## config.mk

```make
export PLATFORM = sky130hd
export DESIGN_NAME = hamming_secded_encoder_stream_flat
export DESIGN_NICKNAME = d
export VERILOG_FILES = /design/src/rtl/hamming_secded_encoder_stream_pkg.sv /design/src/rtl/hamming_secded_encoder_stream_if.sv /design/src/rtl/hamming_secded_encoder_stream_parity_gen.sv /design/src/rtl/hamming_secded_encoder_stream.sv /design/src/flat_wrapper.sv
export SDC_FILE = /design/constraint.sdc
export NUM_CORES = 1
export LEC_CHECK = 0
export CAP_MARGIN = 20
export CORE_ASPECT_RATIO = 0.8
export CORE_UTILIZATION = 30
export DETAILED_ROUTE_END_ITERATION = 7
export SKIP_LAST_GASP = 1
export SYNTH_ARGS = -nofsm -noshare
export SYNTH_HDL_FRONTEND = slang
export SYNTH_SLANG_ARGS = --single-unit
```

## constraint.sdc

```tcl
create_clock -name clk -period 4.5 [get_ports clk]
set_clock_uncertainty 0.05 [all_clocks]
set_input_delay 0.675 -clock clk [delete_from_list [all_inputs] [get_ports clk]]
set_output_delay 0.675 -clock clk [all_outputs]
set_load 0.03 [all_outputs]
```

## src/rtl/hamming_secded_encoder_stream_pkg.sv

```systemverilog
// Shared Hamming helpers: width arithmetic, data-bit position map and parity
// bit evaluation, used by the stream encoder and the matching decoder.
package hamming_pkg;

  localparam int MAX_DATA_W = 64;
  localparam int MAX_PAR_W  = 7;

  typedef enum logic {
    ST_EMPTY = 1'b0,
    ST_FULL  = 1'b1
  } stage_state_e;

  // Smallest r with 2^r >= data_w + r + 1.
  function automatic int par_w(input int data_w);
    int res;
    res = MAX_PAR_W;
    for (int r = MAX_PAR_W; r >= 1; r--) begin
      if ((1 << r) >= data_w + r + 1) res = r;
    end
    return res;
  endfunction

  function automatic int code_w(input int data_w, input int secded);
    return data_w + par_w(data_w) + secded;
  endfunction

  // 1-based Hamming position of data bit k, skipping every power of two.
  function automatic int data_pos(input int k);
    int pos;
    pos = k + 1;
    for (int r = 0; r < MAX_PAR_W; r++) begin
      if ((1 << r) <= pos) pos++;
    end
    return pos;
  endfunction

  // Parity bit idx: XOR of data bits whose position has bit idx set.
  function automatic logic parity_bit(input logic [MAX_DATA_W-1:0] data,
                                      input int data_w, input int idx);
    logic acc;
    int   pos;
    acc = 1'b0;
    for (int k = 0; k < MAX_DATA_W; k++) begin
      pos = data_pos(k);
      if (k < data_w && pos[idx]) acc ^= data[k];
    end
    return acc;
  endfunction

endpackage

```

## src/rtl/hamming_secded_encoder_stream_if.sv

```systemverilog
// Handshake bundle: producer-side input beat with injection control and the
// registered codeword output.
interface hamming_secded_encoder_stream_if
  import hamming_pkg::*;
#(
  parameter int DATA_W = 4,
  parameter int CODE_W = code_w(DATA_W, 1)
);
  logic              in_valid;
  logic              in_ready;
  logic [DATA_W-1:0] in_data;
  logic              inj_en;
  logic [7:0]        inj_pos;
  logic              out_valid;
  logic              out_ready;
  logic [CODE_W-1:0] out_code;

  modport master (
    output in_valid, in_data, inj_en, inj_pos, out_ready,
    input  in_ready, out_valid, out_code
  );

  modport slave (
    input  in_valid, in_data, inj_en, inj_pos, out_ready,
    output in_ready, out_valid, out_code
  );
endinterface

```

## src/rtl/hamming_secded_encoder_stream_parity_gen.sv

```systemverilog
// Combinational check-bit generator: Hamming parity plus optional overall parity
// in the top bit; reused by the decoder syndrome path.
module hamming_parity_gen
  import hamming_pkg::*;
#(
  parameter int DATA_W = 4,
  parameter int SECDED = 1,
  localparam int PAR_W = par_w(DATA_W)
) (
  input  logic [DATA_W-1:0]       data,
  output logic [PAR_W+SECDED-1:0] check
);
  logic [MAX_DATA_W-1:0] data_ext;
  logic [PAR_W-1:0]      par;

  assign data_ext = MAX_DATA_W'(data);

  for (genvar gi = 0; gi < PAR_W; gi++) begin : g_par
    assign par[gi] = parity_bit(data_ext, DATA_W, gi);
  end

  if (SECDED != 0) begin : g_secded
    assign check = {^{data, par}, par};
  end else begin : g_plain
    assign check = par;
  end
endmodule

```

## src/rtl/hamming_secded_encoder_stream.sv

```systemverilog
// Streaming systematic Hamming/SECDED encoder with a single registered output
// stage, per-beat bit-flip injection and saturating statistics counters.
module hamming_secded_encoder_stream
  import hamming_pkg::*;
#(
  parameter int DATA_W = 4,
  parameter int SECDED = 1,
  parameter int CNT_W  = 16
) (
  input  logic                     clk,
  input  logic                     rst,
  hamming_secded_encoder_stream_if.slave bus,
  output logic [CNT_W-1:0]         word_cnt,
  output logic [CNT_W-1:0]         inj_cnt
);
  localparam int PAR_W  = par_w(DATA_W);
  localparam int CODE_W = code_w(DATA_W, SECDED);

  stage_state_e        state_reg;
  stage_state_e        state_next;
  logic                out_valid;
  logic                in_fire;
  logic                out_fire;
  logic                inj_ok;
  logic [PAR_W+SECDED-1:0] check;
  logic [CODE_W-1:0]   enc_code;
  logic [CODE_W-1:0]   flip_mask;
  logic [CODE_W-1:0]   out_code_reg;
  logic                inj_flag_reg;
  logic [CNT_W-1:0]    word_cnt_reg;
  logic [CNT_W-1:0]    inj_cnt_reg;

  hamming_parity_gen #(
    .DATA_W(DATA_W),
    .SECDED(SECDED)
  ) u_parity_gen (
    .data  (bus.in_data),
    .check (check)
  );

  if (SECDED != 0) begin : g_code_secded
    assign enc_code = {check[PAR_W], bus.in_data, check[PAR_W-1:0]};
  end else begin : g_code_plain
    assign enc_code = {bus.in_data, check};
  end

  // Out-of-range positions neither flip a bit nor count as an injection.
  assign inj_ok = bus.inj_en && (bus.inj_pos < 8'(CODE_W));

  for (genvar gi = 0; gi < CODE_W; gi++) begin : g_flip
    assign flip_mask[gi] = inj_ok && (bus.inj_pos == 8'(gi));
  end

  assign in_fire  = bus.in_valid && bus.in_ready;
  assign out_fire = out_valid && bus.out_ready;

  always_ff @(posedge clk or posedge rst) begin
    if (rst) begin
      state_reg <= ST_EMPTY;
    end else begin
      state_reg <= state_next;
    end
  end

  always_comb begin
    state_next = state_reg;
    case (state_reg)
      ST_EMPTY: if (in_fire) state_next = ST_FULL;
      ST_FULL:  if (out_fire && !in_fire) state_next = ST_EMPTY;
    endcase
  end

  always_comb begin
    out_valid    = (state_reg == ST_FULL);
    bus.out_valid = out_valid;
    bus.in_ready  = !out_valid || bus.out_ready;
    bus.out_code  = out_code_reg;
  end

  // Codeword is held when the stage empties; only a new accept replaces it.
  always_ff @(posedge clk or posedge rst) begin
    if (rst) begin
      out_code_reg <= '0;
      inj_flag_reg <= 1'b0;
    end else if (in_fire) begin
      out_code_reg <= enc_code ^ flip_mask;
      inj_flag_reg <= inj_ok;
    end
  end

  always_ff @(posedge clk or posedge rst) begin
    if (rst) begin
      word_cnt_reg <= '0;
      inj_cnt_reg  <= '0;
    end else if (out_fire) begin
      if (word_cnt_reg != '1) word_cnt_reg <= word_cnt_reg + CNT_W'(1);
      if (inj_flag_reg && inj_cnt_reg != '1) inj_cnt_reg <= inj_cnt_reg + CNT_W'(1);
    end
  end

  assign word_cnt = word_cnt_reg;
  assign inj_cnt  = inj_cnt_reg;
endmodule
```

## src/flat_wrapper.sv

```systemverilog
// flat-port wrapper written by rule: the top's interface ports become plain ports
module hamming_secded_encoder_stream_flat import hamming_pkg::*;
#(
  parameter int DATA_W = 4,
  parameter int SECDED = 1,
  parameter int CNT_W  = 16
)
  (clk, rst, word_cnt, inj_cnt, bus_in_valid, bus_in_data, bus_inj_en, bus_inj_pos, bus_out_ready, bus_in_ready, bus_out_valid, bus_out_code);
  hamming_secded_encoder_stream_if #(.DATA_W(DATA_W)) bus_i ();
  input  logic clk;
  input  logic rst;
  output logic [CNT_W-1:0] word_cnt;
  output logic [CNT_W-1:0] inj_cnt;
  input wire logic [$bits(bus_i.in_valid)-1:0] bus_in_valid;
  input wire logic [$bits(bus_i.in_data)-1:0] bus_in_data;
  input wire logic [$bits(bus_i.inj_en)-1:0] bus_inj_en;
  input wire logic [$bits(bus_i.inj_pos)-1:0] bus_inj_pos;
  input wire logic [$bits(bus_i.out_ready)-1:0] bus_out_ready;
  output wire logic [$bits(bus_i.in_ready)-1:0] bus_in_ready;
  output wire logic [$bits(bus_i.out_valid)-1:0] bus_out_valid;
  output wire logic [$bits(bus_i.out_code)-1:0] bus_out_code;
  assign bus_i.in_valid = bus_in_valid;
  assign bus_i.in_data = bus_in_data;
  assign bus_i.inj_en = bus_inj_en;
  assign bus_i.inj_pos = bus_inj_pos;
  assign bus_i.out_ready = bus_out_ready;
  assign bus_in_ready = bus_i.in_ready;
  assign bus_out_valid = bus_i.out_valid;
  assign bus_out_code = bus_i.out_code;
  hamming_secded_encoder_stream #(.DATA_W(DATA_W), .SECDED(SECDED), .CNT_W(CNT_W)) u_core (.clk(clk), .rst(rst), .bus(bus_i), .word_cnt(word_cnt), .inj_cnt(inj_cnt));
endmodule
```

Yosys cells after proc, flatten, opt, wreduce, memory -nomap -nowiden
Cells that the tools add are included.
- flip-flop bits (word level): 42
- input port bits: 17
- output and inout port bits: 42
- logic and storage cells: 48
- $add $sub $neg: 2
- $lt $le $gt $ge: 1
- equal/unequal tests: 9
- muxes and demuxes: 3
- bitwise gates (word level): 8
- reduce and logical (&&, ||, !) cells: 20
- operators by type and width (cell ; number):
    $add 16x1->16 const B ; 2
    $eq 8x3->1 const B ; 4
    $ne 16x16->1 const B ; 2
    $eq 8x2->1 const B ; 2
    $logic_and 1x1->1 ; 13
    $eq 8x1->1 const B ; 1
    $logic_not 8->1 ; 1
    $lt 8x4->1 const B ; 1
    $xor 8x8->8 ; 1
    $reduce_xor 7->1 ; 1
    $xor 1x1->1 ; 6
    $reduce_and 2->1 ; 2
    $logic_not 1->1 ; 2
    $mux 1 ; 2
    $pmux 1 s2 ; 1
    $logic_or 1x1->1 ; 1
    $not 1->1 ; 1

Logic depth before layout (Yosys ltp)
Gate-level depths: netlist of the first run.
- word-level depth: 7
- mapped depth: 6
- mapped depth without buffers: 6

By module
A second synthesis of the first run with hierarchy kept.
- cell total of the unflattened synthesis: 208
- area total of the unflattened synthesis: 2253.4 µm²
- by module, submodules not included (module ; instances ; cells each ; area each (µm²) ; sequential area each (µm²)):
    hamming_secded_encoder_stream ; 1 ; 204 ; 2150.8 ; 1051.0
    hamming_parity_gen ; 1 ; 4 ; 102.6 ; 0.0

Worst setup path before layout of the first run
Ideal clock, no wire load.
- path type: reg2reg
- start: register u_core.word_cnt_reg[0] (netlist: u_core.word_cnt[0])
- end: register u_core.word_cnt_reg[15] (netlist: u_core.word_cnt[15])
- setup time: 0.136 ns
- arrival time: 1.729 ns
- data required time: 4.314 ns
- slack: 2.585 ns
- cell stages (with the launch flop): 7
- buffers on the path: 0
- period minus slack after synthesis: 1.915 ns
- path through: dfrtp_1 ha_1 nand3_2 or4_1 nand3_1 nor3_1 xor2_1
- word-level cells in the longest chain between the ends: 2
- elaborated cells on any way between the ends: 3
- those cells by class: add/sub: 1; eq/ne: 1; reduce/logical: 1
- ends and longest elaborated chain (element ; RTL line ; source):
    start: declaration ; hamming_secded_encoder_stream.sv:30 ; logic [CNT_W-1:0] word_cnt_reg;
    start signal: assignment ; hamming_secded_encoder_stream.sv:96 ; if (word_cnt_reg != '1) word_cnt_reg <= word_cnt_reg + CNT_W'(1);
    branches (longest 2 deep; another with $add 16x1->16) ; - ;
Parallel ways; which one is timed is not known.
A chain may end at the register's enable or synchronous reset.

Worst setup path after layout of the first run
- start: input port bus_out_ready
- end: output port bus_in_ready
- word-level cells in the longest chain between the ends: 1
- ends and longest elaborated chain (element ; RTL line ; source):
    start: declaration ; flat_wrapper.sv:18 ; input wire logic [$bits(bus_i.out_ready)-1:0] bus_out_ready;
    $logic_or 1x1->1 ; hamming_secded_encoder_stream.sv:76 ; bus.in_ready = !out_valid || bus.out_ready;
    end: declaration ; flat_wrapper.sv:19 ; output wire logic [$bits(bus_i.in_ready)-1:0] bus_in_ready;
No other way between the ends.

==> results of run 1 <==
## synthesized netlist by cell type, drive strengths merged (3+ instances only)
cell type / count
dfrtp: 42
nand2: 28
and3: 9
nor3: 7
xnor2: 24
o21ai: 11
nand4: 6
nor3b: 3
xor2: 18
nor2: 13
inv: 3
nor4: 3
nand3: 16
## cell families after synthesis
family / Yosys count / synth area share
AOI/OAI and AO/OA: 15 / 0.0503
xor gates and xnor gates: 42 / 0.174
adders and majority gates: 2 / 0.0118
buffers and inverters: 4 / 0.00709
DFF: 42 / 0.497
muxes: 2 / 0.0142
and+or+nand+nor: 94 / 0.246
## worst max-delay path, delay by kind of cell
kind / cells / cell delay, ns
buf+inv: 2 / 1.17
simple gates: 1 / 0.16
## layout make-up
class,count,area share
multi-input cells,155,0.362
repair buffers,59,0.203
inverters,3,0.00388
clock buffers,6,0.0285
well taps,84,0.0362
clock inverters,2,0.00431
flip-flops and latches,42,0.362
## worst max path at each step
stage | from | to | slack [ns] | cells after the start
2_1_floorplan | u_core.word_cnt[0] | u_core.word_cnt[15] | 2.58 | 6
3_3_place_gp | bus_out_ready | bus_in_ready | 1.79 | 3
3_5_place_dp | bus_out_ready | bus_in_ready | 1.78 | 3
4_1_cts | bus_out_ready | bus_in_ready | 1.77 | 3
5_1_grt | bus_out_ready | bus_in_ready | 1.73 | 3
6_report | bus_out_ready | bus_in_ready | 1.78 | 3
## metrics by stage
step,std cells,worst slack (ns)
floorplan,201,2.58
CTS,351,1.77
detailed placement,343,1.78
finish,351,1.78
global route,351,1.73
global placement,343,1.79
## power breakdown
group          internal, W  total [W]  switching [W]  leakage [nW]
Clock             0.000123   0.000256       0.000133        0.0472
Combinational     0.000127   0.000276       0.000148         0.629
Sequential        0.000418   0.000471      0.0000537         0.554
## metal layers
layer	wire [um]	vias to the layer above	global-route usage
li1	-	823	-
met1	2300	740	0.203
met2	1850	41	0.177
met3	209	6	0.0367
met4	50	0	0.0433
met5	0	-	0
==> results.json, run 1 <==
{
  "outcome": "complete, no violations",
  "drive_gt1_frac": 0.0824,
  "yosysTopAreaCell": "dfrtp_1",
  "peakVddDrop_mv": 0.334,
  "fillers": 641,
  "layout_common_cells": "clkdlybuf4s50_1, dfrtp_1, nand2_1, xnor2_1, xor2_1",
  "reg2reg_depth": 4,
  "rr_startpoint": "u_core.inj_cnt[0]",
  "synthCells": 201,
  "max_slew.worst_pin.slew_ns": 0.489,
  "tns_ns": 0,
  "synth_top_area_frac": 0.497,
  "rsz0062_at_grt": "false",
  "drc": 0,
  "final-hold-violation-count": 0,
  "r2r_slack_ns": 2.64,
  "power_w": 0.00100,
  "ys_ff_latch": 42,
  "postPlaceCellArea_mm2": 0.00281,
  "antenna_cells": 0,
  "ctsHoldBuffers": 0,
  "dr.pass1.iters": 5,
  "powerDensity_mw_per_mm2": 346,
  "min_from": "u_core.bus.out_code[1]",
  "cts_resized": 0,
  "ant_nets": 0,
  "period_minus_slack_ns": 2.72,
  "synthesis.nets": 220,
  "final_common_cell": "clkdlybuf4s50_1",
  "grt_overflow": 0,
  "regToRegEndpoint": "u_core.inj_cnt[1]",
  "fp.dieH_um": 77.1,
  "fin_nets": 285,
  "holdWs_ns": 0.434,
  "synth-edff-count": 0,
  "synthToLayoutAreaGrowth_pct": 37.1,
  "post-cts-setup-buffers": 0,
  "end_kind": "output pin",
  "track_usage": 0.133,
  "grt_max_degree": 31,
  "drt-total-wl_mm": 4.41,
  "dp_hpwl_mm": 3.28,
  "die_area_mm2": 0.00739,
  "whs_endpoint": "u_core.bus.out_code[1]",
  "cts_buffer_depth": 2,
  "critical_path.max_fanout": 3,
  "clk_latency_ns": 0.29,
  "cts-buffers-inserted": 5,
  "grt_pass1_vias": 1569,
  "synthFlopType": "dfrtp_1",
  "yosysWarnings": 0,
  "clockRootBuffer": "clkbuf_8",
  "worstSetupPathType": "in -> out",
  "cp_slowest_stage_delay_ns": 0.68,
  "gp_congestion": 0.790,
  "tritoncts": "done",
  "setup_violations": 0,
  "portBuffers": 58,
  "stdcell_area_mm2": 0.00290,
  "grt_pass1_wl_mm": 7.67,
  "row_count": 26,
  "hold_path.class": "reg -> reg",
  "h-tree-depth": 2,
  "max-slew-margin-rel": 0.674,
  "multi_input_area_mm2": 0.00105,
  "vias": 1610,
  "synthTopCellsByArea": "dfrtp_1, xnor2_1, xor2_1",
  "antenna_found_initial": 0,
  "crit_chain": "clkdlybuf4s50_1 > nand2b_1 > clkdlybuf4s50_1",
  "whs_path_depth": 2,
  "synth_area_mm2": 0.00212,
  "synth_cell_types": 33,
  "slew_violations": 0,
  "max_freq_mhz": 367,
  "cpMostUsedCell": "clkdlybuf4s50_1",
  "register_area_mm2": 0.00105,
  "synthArstFlopShare": 1.00,
  "num_io_pins": 59,
  "fin_util": 0.439,
  "leakage_nw": 1.23,
  "yosysSeqAreaShare": 0.497,
  "crit_path_start_kind": "input port",
  "syn_avg_cell_area_um2": 10.5,
  "cts_sinks": 42,
  "worstPathRequired_ns": 3.77,
  "vias_per_cell": 4.59,
  "min_period_over_period": 0.606,
  "initial_core_util": 0.320,
  "drtIter0Drc": 62,
  "worstPathArrival_ns": 2.00,
  "clk_pin_slew_ns": 0.08,
  "core_mm2": 0.00660,
  "die_w_um": 95.9,
  "slowest_stage": "clkdlybuf4s50_1",
  "maxCapViolCount": 0,
  "wl_per_cell_um": 12.6
}
(Power assumes the default switching activity.)
==> run 2: changes to the inputs <==
==> constraint.sdc (replaced) <==
create_clock -name clk -period 2.3 [get_ports clk]
set_clock_uncertainty 0.05 [all_clocks]
set_input_delay 0.345 -clock clk [delete_from_list [all_inputs] [get_ports clk]]
set_output_delay 0.345 -clock clk [all_outputs]
set_load 0.03 [all_outputs]
==> run 2 against run 1 <==
  * Worst hold slack worse by 0.084 ns
  * Count of clock-buffer cells in the layout stayed put
  * Combinational power is 96% higher
  * Sequential share of layout area is 0.28 points lower
  * Die area stayed put
  * Design area is 0.78% higher
  * Via count is 3.0% higher
  * Wire length is 0.32% lower
  * Highest routed layer unchanged
  * Utilization is 0.34 points higher
  * Total power is 100% higher
  * Worst setup slack worse by 1.5 ns
  * Clock power is 130% higher
==> results.json, run 2 (synthesis gave the netlist of run 1 again) <==
{
  "gp_congestion": 0.793,
  "core_mm2": 0.00660,
  "drt-total-wl_mm": 4.40,
  "post-cts-setup-buffers": 0,
  "worstPathRequired_ns": 1.90,
  "clk_pin_slew_ns": 0.09,
  "die_area_mm2": 0.00739,
  "wl_per_cell_um": 12.5,
  "antenna_cells": 0,
  "synthToLayoutAreaGrowth_pct": 38.1,
  "hold_path.class": "in -> async",
  "dr.pass1.iters": 4,
  "peakVddDrop_mv": 0.722,
  "grt_overflow": 0,
  "tritoncts": "done",
  "fin_ws_ns": 0.240,
  "maxCapViolCount": 0,
  "drtIter0Drc": 23,
  "die_w_um": 95.9,
  "num_io_pins": 59,
  "dp_hpwl_mm": 3.32,
  "min_period_over_period": 0.896,
  "worstSetupPathType": "in -> out",
  "layout_common_cells": "clkdlybuf4s50_1, dfrtp_1, nand2_1, xnor2_1, xor2_1",
  "pre_cts_ws_ns": 0.235,
  "cts_buffer_depth": 2,
  "initial_core_util": 0.320,
  "clockRootBuffer": "clkbuf_8",
  "grt_pass1_wl_mm": 7.65,
  "final-hold-violation-count": 0,
  "fp.dieH_um": 77.1,
  "fillers": 642,
  "max_slew.worst_pin.slew_ns": 0.503,
  "slew_violations": 0,
  "final_common_cell": "clkdlybuf4s50_1",
  "max_freq_mhz": 485,
  "max-slew-margin-rel": 0.664,
  "tns_ns": 0,
  "h-tree-depth": 2,
  "drc": 0,
  "rsz0062_at_grt": "false",
  "clk_latency_ns": 0.29,
  "worstPathArrival_ns": 1.66,
  "crit_path_start_kind": "input port",
  "row_count": 26,
  "vias": 1658,
  "cts_sinks": 42,
  "critical_path.max_fanout": 3,
  "portBuffers": 58,
  "fin_nets": 286,
  "drive_gt1_frac": 0.0821,
  "ant_nets": 0,
  "end_kind": "output pin",
  "vias_per_cell": 4.71,
  "powerDensity_mw_per_mm2": 699,
  "grt_pass1_vias": 1542,
  "track_usage": 0.135,
  "setup_violations": 0,
  "antenna_found_initial": 0,
  "ctsHoldBuffers": 0,
  "leakage_nw": 1.24,
  "cts_resized": 0,
  "period_minus_slack_ns": 2.06,
  "cts-buffers-inserted": 5,
  "grt_max_degree": 27,
  "outcome": "complete, no violations"
}
## run 2: changes by cell type in the layout (fill, tap and decap cells not counted), sizes merged
cell / delta
clkinv: -1
bufinv: +1
buf: +1
## run 2: final cells by class
cell class | count | area [um^2] | area share
clock buffer | 6 | 72.6 | 0.0248
inverter | 3 | 11.3 | 0.00385
sequential | 42 | 1050 | 0.360
clock inverter | 2 | 37.5 | 0.0128
multi-input combinational | 155 | 1050 | 0.359
tap | 84 | 105 | 0.0360
timing repair buffer | 60 | 596 | 0.204
## run 2: layer usage
layer	vias to the layer above	routed length [um]	GRT usage
li1	831	-	-
met1	780	2270	0.200
met2	43	1840	0.186
met3	4	252	0.0446
met4	0	27	0.0313
met5	-	0	0
## run 2: path summary, 6_finish.rpt
path / slack [ns] / cells past startpoint / to / from
max: 0.24 / 3 / bus_in_ready / bus_out_ready
min: 0.35 / 3 / u_core.inj_cnt[10] / rst
max reg2reg: 0.43 / 6 / u_core.word_cnt[10] / u_core.word_cnt[0]
min reg2reg: 0.43 / 2 / u_core.bus.out_code[0] / u_core.bus.out_code[0]
max in group asynchronous: 1.53 / 3 / u_core.bus.out_code[0] / rst
min in group clk: 0.43 / 2 / u_core.bus.out_code[0] / u_core.bus.out_code[0]
## run 2: critical path: stages
cell             delay, ns
clkdlybuf4s50_1       0.48
nand2b_1              0.15
clkdlybuf4s50_1       0.68
## run 2: stage by stage
step           total power [W]  instances   util  cell area [um^2]  hold WS [ns]
5_1_grt                0.00216        352  0.443              2920         0.380
3_3_place_gp           0.00148        344  0.426              2810         0.414
3_5_place_dp           0.00148        344  0.426              2810         0.421
2_1_floorplan          0.00123        201      -              2120         0.393
4_1_cts                0.00208        352  0.443              2920         0.358
6_report               0.00204        352  0.443              2920         0.349
## run 2: where the power goes
group	switching (W)	total, W	leakage [nW]	internal (W)
registers	0.000106	0.000923	0.554	0.000817
clock network	0.000256	0.000580	0.0514	0.000324
logic	0.000290	0.000540	0.634	0.000250
total	0.000652	0.00204	1.24	0.00139
==> run 3: changes to the inputs <==
--- a/config.mk
+++ b/config.mk
@@ -6,9 +6,12 @@
 export NUM_CORES = 1
 export LEC_CHECK = 0
 export CAP_MARGIN = 20
+export CELL_PAD_IN_SITES_DETAIL_PLACEMENT = 0
+export CELL_PAD_IN_SITES_GLOBAL_PLACEMENT = 1
 export CORE_ASPECT_RATIO = 0.8
 export CORE_UTILIZATION = 30
 export DETAILED_ROUTE_END_ITERATION = 7
+export PLACE_DENSITY_LB_ADDON = 0.1
 export SKIP_LAST_GASP = 1
 export SYNTH_ARGS = -nofsm -noshare
 export SYNTH_HDL_FRONTEND = slang
==> run 3 against run 2 <==
  * Via count fell by 2.0%
  * Clock power shrank 15%
  * Largest cell class unchanged
  * Largest power group unchanged
  * Worst setup slack about the same
==> results.json, run 3 (synthesis gave the netlist of run 1 again) <==
{
  "outcome": "complete, no violations",
  "final-hold-violation-count": 0,
  "drive_gt1_frac": 0.0821,
  "switching_share": 0.331,
  "p_sw_w": 0.000648,
  "worstPathRequired_ns": 1.90,
  "portBuffers": 58,
  "crit_end": "bus_in_ready",
  "core_mm2": 0.00660,
  "dp_hpwl_mm": 3.39,
  "cts-buffers-inserted": 5,
  "cts_buffer_depth": 2,
  "tns_ns": 0,
  "rr_startpoint": "u_core.inj_cnt[0]",
  "slowest_stage": "clkdlybuf4s50_1",
  "maxCapViolCount": 0,
  "antenna_cells": 0,
  "worstPathArrival_ns": 1.66,
  "drt-total-wl_mm": 4.52,
  "crit_chain": "clkdlybuf4s50_1 > nand2b_1 > clkdlybuf4s50_1",
  "die_w_um": 95.9,
  "powerDensity_mw_per_mm2": 672,
  "regToRegEndpoint": "u_core.inj_cnt[1]",
  "setup_violations": 0,
  "max_slew.worst_pin.slew_ns": 0.478,
  "hold_path.class": "in -> async",
  "wl_per_cell_um": 12.8,
  "num_io_pins": 59,
  "cp_slowest_stage_delay_ns": 0.68,
  "drc": 0,
  "end_kind": "output pin",
  "rsz0062_at_grt": "false",
  "dr.pass1.iters": 4,
  "layout_common_cells": "clkdlybuf4s50_1, dfrtp_1, nand2_1, xnor2_1, xor2_1",
  "tritoncts": "done",
  "min_period_over_period": 0.896,
  "fin_nets": 286,
  "drtIter0Drc": 37,
  "row_count": 26,
  "pwr-share-clk": 0.252,
  "cpMostUsedCell": "clkdlybuf4s50_1",
  "crit_path_start_kind": "input port",
  "crit_start": "bus_out_ready",
  "fin_cells": 352,
  "p_int_w": 0.00131,
  "peakVddDrop_mv": 0.235,
  "reg2reg_depth": 4,
  "track_usage": 0.137,
  "grt_max_degree": 33,
  "grt_overflow": 0,
  "dp.cells": 344,
  "gp_congestion": 0.775,
  "r2r_slack_ns": 0.41,
  "leakage_nw": 1.24,
  "grt_pass1_vias": 1605,
  "post-cts-setup-buffers": 0,
  "slew_violations": 0,
  "fp.dieH_um": 77.1,
  "vias_per_cell": 4.62,
  "clockRootBuffer": "clkbuf_8",
  "grt_pass1_wl_mm": 7.80,
  "max_freq_mhz": 485,
  "initial_core_util": 0.320,
  "die_area_mm2": 0.00739,
  "period_minus_slack_ns": 2.06,
  "clk_latency_ns": 0.29,
  "cts_resized": 0,
  "antenna_found_initial": 0,
  "clk_pin_slew_ns": 0.08,
  "vias": 1625,
  "power_frac_comb": 0.278,
  "ant_nets": 0,
  "seqPwrFrac": 0.471,
  "max-slew-margin-rel": 0.680,
  "ctsHoldBuffers": 0,
  "critical_path.max_fanout": 3,
  "cts_sinks": 42,
  "worstSetupPathType": "in -> out",
  "h-tree-depth": 2,
  "synthToLayoutAreaGrowth_pct": 37.8,
  "final_common_cell": "clkdlybuf4s50_1"
}
[run 3: cell types whose count changed in the layout (fill, tap and decap cells not counted), sizes merged]
cell	delta
bufinv	-1
clkbuf	+1
clkinv	+2
clkinvlp	-1
inv	-1
[run 3: per-layer routing]
metal  vias up  global-route usage  part of all wire
met1       762               0.188              0.51
met2        37               0.207              0.43
li1        821                   -                 -
met3         5              0.0397             0.045
met4         0              0.0448             0.011
met5         -                   0                 0
[run 3: how the worst min path moves through the flow]
| stage | endpoint | slack [ns] |
|---|---|---|
| global route | u_core.inj_cnt[15] | 0.29 |
| floorplan | u_core.inj_flag_reg | 0.39 |
| detailed placement | u_core.bus.out_code[1] | 0.42 |
| CTS | u_core.inj_cnt[5] | 0.27 |
| global placement | u_core.bus.out_code[0] | 0.42 |
| finish | u_core.inj_cnt[6] | 0.26 |
[run 3: critical path: cells and delay by family]
kind	cells	cell delay, ns
buffers and inverters	2	1.16
and+or+nand+nor	1	0.15
[run 3: stage by stage]
stage	util	total power, W	area (um^2)	hold WS [ns]	setup slack, ns
final	0.442	0.00196	2920	0.260	0.240
after global routing	0.442	0.00207	2920	0.286	0.157
after CTS	0.442	0.00200	2920	0.269	0.235
after detailed placement	0.428	0.00149	2830	0.420	0.238
after global placement	0.428	0.00149	2830	0.415	0.253
after floorplan	-	0.00123	2120	0.393	0.385
[run 3: power groups by stage]
stage / Clock, W / Sequential [W] / Combinational [W]
after floorplan: 0 / 0.00107 / 0.000160
after global placement: 0 / 0.000939 / 0.000548
after detailed placement: 0 / 0.000938 / 0.000551
after CTS: 0.000521 / 0.000925 / 0.000552
after global routing: 0.000549 / 0.000937 / 0.000584
final: 0.000493 / 0.000922 / 0.000544
[run 3: final cells by class]
cell class / instances / area (um^2)
Fill cell: 670 / 3690
Clock inverter: 1 / 5.00
Sequential cell: 42 / 1050
Timing Repair Buffer: 60 / 608
Multi-Input combinational cell: 155 / 1050
Clock buffer: 7 / 86.3
Inverter: 3 / 11.3
Tap cell: 84 / 105
